$ cat config.mk
export PLATFORM = sky130hd
export DESIGN_NAME = led_fade_pwm
export DESIGN_NICKNAME = d
export VERILOG_FILES = /design/src/rtl/led_pkg.sv /design/src/rtl/led_fade_channel.sv /design/src/rtl/led_fade_pwm.sv
export SDC_FILE = /design/constraint.sdc
export NUM_CORES = 1
export LEC_CHECK = 0
export ABC_AREA = 1
export CAP_MARGIN = 5
export CORE_UTILIZATION = 63
export CTS_CLUSTER_SIZE = 10
export DETAILED_ROUTE_END_ITERATION = 7
export DONT_BUFFER_PORTS = 1
export GPL_TIMING_DRIVEN = 0
export PLACE_DENSITY = 0.8
export SLEW_MARGIN = 10
export SYNTH_ARGS = -nofsm -noshare
export SYNTH_HDL_FRONTEND = slang
export SYNTH_SLANG_ARGS = --single-unit
export TNS_END_PERCENT = 1
$ cat constraint.sdc
create_clock -name clk -period 4.1 [get_ports clk]
set_input_delay 1.025 -clock clk [delete_from_list [all_inputs] [get_ports clk]]
set_output_delay 1.025 -clock clk [all_outputs]
set_load 0.02 [all_outputs]
$ cat src/rtl/led_pkg.sv
// Shared LED polarity constants, channel-count default and the saturating decay helper.
// Pure definitions: no latency, no backpressure.
package led_pkg;

  localparam int   DEFAULT_N_LED = 4;
  localparam logic LED_ON        = 1'b0;
  localparam logic LED_OFF       = 1'b1;

  // Decrement that clamps at zero instead of wrapping to full brightness.
  function automatic logic [31:0] sat_sub(input logic [31:0] level, input logic [31:0] step);
    return (level > step) ? (level - step) : 32'd0;
  endfunction

endpackage

$ cat src/rtl/led_fade_channel.sv
// One LED channel: brightness level with decay, period-aligned shadow and registered PWM pin.
// Latency: lit -> level 1 clk, level -> pin within one PWM period + 2 clks; no backpressure.
module led_fade_channel
  import led_pkg::*;
#(
  parameter int PWM_W      = 8,
  parameter int DECAY_STEP = 4
) (
  input  logic             clk,
  input  logic             rst_n,
  input  logic             lit,
  input  logic             tick,
  input  logic             fade_en,
  input  logic [PWM_W-1:0] pwm_cnt,
  input  logic             period_end,
  output logic             pwm_n,
  output logic             active
);

  localparam logic [PWM_W-1:0] MAX_LEVEL = '1;

  logic [PWM_W-1:0] level;
  logic [PWM_W-1:0] level_next;
  logic [PWM_W-1:0] shadow;

  // Lit always beats a decay tick; bypass tracks the input directly.
  always_comb begin
    level_next = level;
    if (!fade_en) begin
      level_next = lit ? MAX_LEVEL : '0;
    end else if (lit) begin
      level_next = MAX_LEVEL;
    end else if (tick) begin
      level_next = PWM_W'(sat_sub(32'(level), 32'(DECAY_STEP)));
    end
  end

  assign active = (level != '0);

  // Shadow captures the pre-update level so a period never changes duty mid-way.
  always_ff @(posedge clk or negedge rst_n) begin
    if (!rst_n) begin
      level  <= '0;
      shadow <= '0;
      pwm_n  <= LED_OFF;
    end else begin
      level <= level_next;
      if (period_end) begin
        shadow <= level;
      end
      pwm_n <= (pwm_cnt < shadow) ? LED_ON : LED_OFF;
    end
  end

endmodule

$ cat src/rtl/led_fade_pwm.sv
// Comet-tail PWM stage between the rotating LED pattern generator and the pio_led pins.
// Latency: pattern edge -> level 1 clk, -> pin at most 2^PWM_W + 2 clks; no backpressure.
module led_fade_pwm
  import led_pkg::*;
#(
  parameter int N_LED      = DEFAULT_N_LED,
  parameter int PWM_W      = 8,
  parameter int FADE_DIV   = 1024,
  parameter int DECAY_STEP = 4
) (
  input  logic             clk,
  input  logic             rst_n,
  input  logic [N_LED-1:0] led_in,
  input  logic             fade_en,
  output logic [N_LED-1:0] led_out,
  output logic             any_active
);

  localparam int DIV_W = (FADE_DIV > 1) ? $clog2(FADE_DIV) : 1;

  logic [PWM_W-1:0] pwm_cnt;
  logic [DIV_W-1:0] div_cnt;
  logic             tick;
  logic             period_end;
  logic [N_LED-1:0] active_vec;

  // With FADE_DIV == 1 the divider sits at 0 and tick stays high.
  assign tick       = (div_cnt == DIV_W'(FADE_DIV - 1));
  assign period_end = (pwm_cnt == '1);

  always_ff @(posedge clk or negedge rst_n) begin
    if (!rst_n) begin
      pwm_cnt    <= '0;
      div_cnt    <= '0;
      any_active <= 1'b0;
    end else begin
      pwm_cnt    <= pwm_cnt + PWM_W'(1);
      div_cnt    <= tick ? '0 : div_cnt + DIV_W'(1);
      any_active <= |active_vec;
    end
  end

  for (genvar i = 0; i < N_LED; i++) begin : g_ch
    led_fade_channel #(
      .PWM_W      (PWM_W),
      .DECAY_STEP (DECAY_STEP)
    ) u_ch (
      .clk        (clk),
      .rst_n      (rst_n),
      .lit        (led_in[i] == LED_ON),
      .tick       (tick),
      .fade_en    (fade_en),
      .pwm_cnt    (pwm_cnt),
      .period_end (period_end),
      .pwm_n      (led_out[i]),
      .active     (active_vec[i])
    );
  end

endmodule

==> reports/results.tsv, run 1 <==
stage	metric	value	unit
outcome	status	complete, no violations	
synth	register area share after synthesis	44.22	%
layout	Core Util, Final	70.05	%
layout	filler cell count	555	
timing	crit share post-route	49.55	%
synth	Post-synth ARST share	100.0	%
worst_setup_path	CP endpoint	led_out[2]	
layout	share of cells above drive strength 1	7.706	%
clock_tree	post-CTS sizing	0	
detailed_routing	DRC	0	
synth	top-area cell type share of the netlist area	41.88	%
detailed_routing	ANT nets after route	0	
clock_tree	Root Driver	clkbuf_8	
detailed_routing	DR vias	3531	
grt	GRT busiest layer	met2	
synth	ys flop type	dfrtp_1	
worst_setup_path	Reg-to-Reg End	g_ch[3].u_ch.shadow[2]$_DFFE_PN0N_	
grt	first-pass GRT wire length	15760	um
clock_tree	CTS buffer count	9	
synth	largest family of logic cells by synthesized area	simple AND/OR/NAND/NOR gates	
pwr	P_leak	2.297	nW
clock_tree	clk sinks	79	
synth	synth top area cells	dfrtp_1, nand2_1, ha_1	
clock_tree	CTS Hold Bufs	0	
worst_setup_path	critical path cell sequence	buf_4	
synth	Avg Cell Area, Syn	8.075	um^2
placement	routability cong.	0.8690	
timing	min Tclk post-route	2031	ps
worst_setup_path	R2R Setup Slk	2330	ps
grt	met3 usage	5.810	%
die	die height	86.35	um
die	Boundary Pins	12	
synth	syn nets	600	
die	Die Wd	86.35	um
worst_setup_path	delay-heaviest family, CP	flip-flops	
synth	Synth cell types	29	
min_path	min-delay worst type	in2async	
layout	n_diodes	0	
grt	vias in the first global route	3502	
grt	grt ovf	0	
pwr	Peak supply drop	0.1751	mV
worst_setup_path	Crit. path cell count	1	
layout	Area growth syn-to-layout	6.784	%
synth	Syn Inst Count	555	
timing	Max Freq	492.3	MHz
worst_setup_path	WP data arrival	1010	ps
layout	Final #Nets	611	
worst_setup_path	Critical Path RT	3070	ps
synth	Synth Register Bits	79	
grt	initial antenna violation count	0	
timing	RSZ-0062 raised after global routing	false	
timing	Slew headroom	71.57	%
grt	met2 usage	44.59	%
placement	Port Buf Inserts	0	
clock_tree	worst skew pair latency	350	ps
timing	Worst Max-Slew Pin Slew	424.9	ps
worst_setup_path	Max stage delay cell, worst path	dfstp_2	
clock_tree	clk buf depth	2	
grt	M1 GR Usage	34.95	%
synth	Post-Synth Simple-Gate Area	23.79	%
grt	pin count of the biggest net entering global routing	80	
synth	cell taking the most area after synthesis	dfrtp_1	
layout	Layout Cells excl Fill	667	
worst_setup_path	Worst setup SP type	flop	
clock_tree	total setup buffers inserted after CTS	0	
timing	Post-Route Setup TNS	0	ps
synth	mux share of post-synthesis cell area	0	%
synth	post-synthesis adder-cell area fraction	10.61	%
worst_setup_path	Worst Setup End Kind	output port	
detailed_routing	drt wl/cell	13.58	um
synth	EDFF count, synth	0	
synth	synthesis warning total	0	
pwr	Cell Pwr Density	308.0	nW/um^2
die	Core Rows	30	
detailed_routing	vias per cell	5.294	
worst_setup_path	Crit Path Class	reg2out	
clock_tree	htree depth	3	
pwr	Final Power	0.001474	W
timing	Min Hold Slack	365.2	ps
synth	Synth Area in Compound Gates	9.352	%
die	full die area	7455	um^2
clock_tree	CTS tree	built	
worst_setup_path	reg-to-reg startpoint	pwm_cnt[1]$_DFF_PN0_	
worst_setup_path	R2R cell count	8	
synth	Mapped Area	4482	um^2
timing	Final Slew Violations	0	
synth	xor/xnor cell area share of the yosys netlist	3.518	%
detailed_routing	total wire length	9055	um
job	max_cap viols	0	
timing	final setup violation count	0	
die	core box area	6832	um^2
detailed_routing	Initial DRT Pass Iterations	4	
worst_setup_path	Worst path max stage delay	530	ps
timing	Hold Vio Cnt, Final	0	
placement	Placed Cells	651	
grt	GR Util All Layers	27.26	%
die	starting density of the core	65.60	%
clock_tree	clock edge transition at the registers on the reported setup and hold paths	80	ps
worst_setup_path	worst-path maximum fanout	1	
timing	Post-Route Skew	9.371	ps
placement	hpwl dp	6531	um
worst_setup_path	worst path buffer plus inverter count	1	
worst_setup_path	CP startpoint	g_ch[2].u_ch.pwm_n$_DFF_PN1_	
detailed_routing	drt initial violations	200	
logic make-up (layout without fill, tap and decap cells):
group | count (synthesis) | in the layout
and+or+nand+nor | 249 | 249
buffers and inverters | 93 | 109
DFF | 79 | 79
AOI/OAI and AO/OA | 78 | 78
adders and majority gates | 38 | 38
xor gates and xnor gates | 18 | 18
power by group:
part | switching, W | internal (W) | total (W)
Sequential | 0.0000251 | 0.000802 | 0.000827
Clock | 0.000284 | 0.000251 | 0.000534
Combinational | 0.0000729 | 0.0000396 | 0.000112
synth_stat cells (all sizes together) (8+ instances only):
cell,number
nand3,25
nor2,76
a21oi,36
nand4,8
buf,11
ha,38
inv,81
o21ai,35
dfrtp,75
xor2,16
nand2,133
flip-flops by register name (all words and copies together) (netlist names):
| signal | flops |
|---|---|
| g_ch.u_ch.level | 28 |
| g_ch.u_ch.shadow | 28 |
| div_cnt | 10 |
| pwm_cnt | 8 |
| g_ch.u_ch.pwm_n | 4 |
| any_active | 1 |
stage by stage:
stage	instance area [um^2]	setup WS, ps
2_1_floorplan	4482	2460
3_3_place_gp	4602	2375
3_5_place_dp	4602	2335
4_1_cts	4786	2061
5_1_grt	4786	2044
6_report	4786	2069
cell usage in the layout, fill, tap and decap left out, types with 2 or more instances in the layout:
| cell type | Yosys | routed |
|---|---|---|
| a211oi_1 | 4 | 4 |
| xnor2_1 | 2 | 2 |
| nor3_1 | 2 | 2 |
| xor2_1 | 16 | 16 |
| a21boi_2 | 3 | 3 |
| o21ai_1 | 10 | 10 |
| clkbuf_8 | 0 | 11 |
| nand4_1 | 8 | 8 |
| inv_2 | 2 | 2 |
| dfrtp_1 | 75 | 75 |
| nand2_1 | 132 | 132 |
| nand3_4 | 4 | 4 |
| inv_1 | 79 | 79 |
| dfstp_2 | 4 | 4 |
| clkinv_2 | 0 | 2 |
| clkinvlp_4 | 0 | 3 |
| buf_4 | 5 | 5 |
| o21ai_0 | 25 | 25 |
| nor2_1 | 74 | 74 |
| nand3_1 | 21 | 21 |
| ha_1 | 38 | 38 |
| a21oi_1 | 36 | 36 |
| buf_2 | 5 | 5 |
| nor4_1 | 2 | 2 |
worst min path at each step:
stage	from	end	slack (ps)	cells after the start
6_report	rst_n	g_ch[3].u_ch.level[4]$_DFFE_PN0P_	370	0
4_1_cts	rst_n	g_ch[0].u_ch.level[4]$_DFFE_PN0P_	350	0
3_3_place_gp	g_ch[1].u_ch.shadow[5]$_DFFE_PN0N_	g_ch[1].u_ch.shadow[5]$_DFFE_PN0N_	470	2
2_1_floorplan	g_ch[0].u_ch.shadow[1]$_DFFE_PN0N_	g_ch[0].u_ch.shadow[1]$_DFFE_PN0N_	450	2
3_5_place_dp	g_ch[1].u_ch.shadow[5]$_DFFE_PN0N_	g_ch[1].u_ch.shadow[5]$_DFFE_PN0N_	480	2
5_1_grt	rst_n	g_ch[0].u_ch.shadow[4]$_DFFE_PN0N_	340	0
routing by layer:
layer	share of wire, %	wire length (um)	up-vias
met5	0	0	-
met4	2.5	224	0
met3	4.5	407	27
met2	48	4352	85
met1	45	4071	1636
li1	-	-	1783
final cells by class:
type                            instances  area, um^2  area share (%)
Buffer                                 12       77.57           1.621
Tap cell                               96       120.1           2.510
Sequential cell                        79        1982           41.41
Clock buffer                           11       151.4           3.163
Clock inverter                          5       32.53          0.6797
Multi-Input combinational cell        383        2118           44.26
Inverter                               81       304.0           6.353
Note: power is estimated with default switching activity, not from simulation.
==> run 2: changes to the inputs <==
==> constraint.sdc (replaced) <==
create_clock -name clk -period 2.1 [get_ports clk]
set_input_delay 0.525 -clock clk [delete_from_list [all_inputs] [get_ports clk]]
set_output_delay 0.525 -clock clk [all_outputs]
set_load 0.02 [all_outputs]
==> results of run 2 <==
Same layout as run 1 (identical final DEF). Status: finished with violations: negative hold slack.
Main changes from that run: setup slack after placement 2335 ps -> 335.0 ps; setup slack after layout 2069 ps -> 329.5 ps; hold slack 365.2 ps -> -134.8 ps; number of hold violations in the final report 0 -> 75; start point of the critical path g_ch[2].u_ch.pwm_n$_DFF_PN1_ -> pwm_cnt[1]$_DFF_PN0_; end point of the critical path led_out[2] -> g_ch[3].u_ch.shadow[2]$_DFFE_PN0N_; register-to-register setup slack 2330 ps -> 330 ps; total power 0.001474 W -> 0.002878 W; worst IR drop on VDD 0.1751 mV -> 0.3418 mV
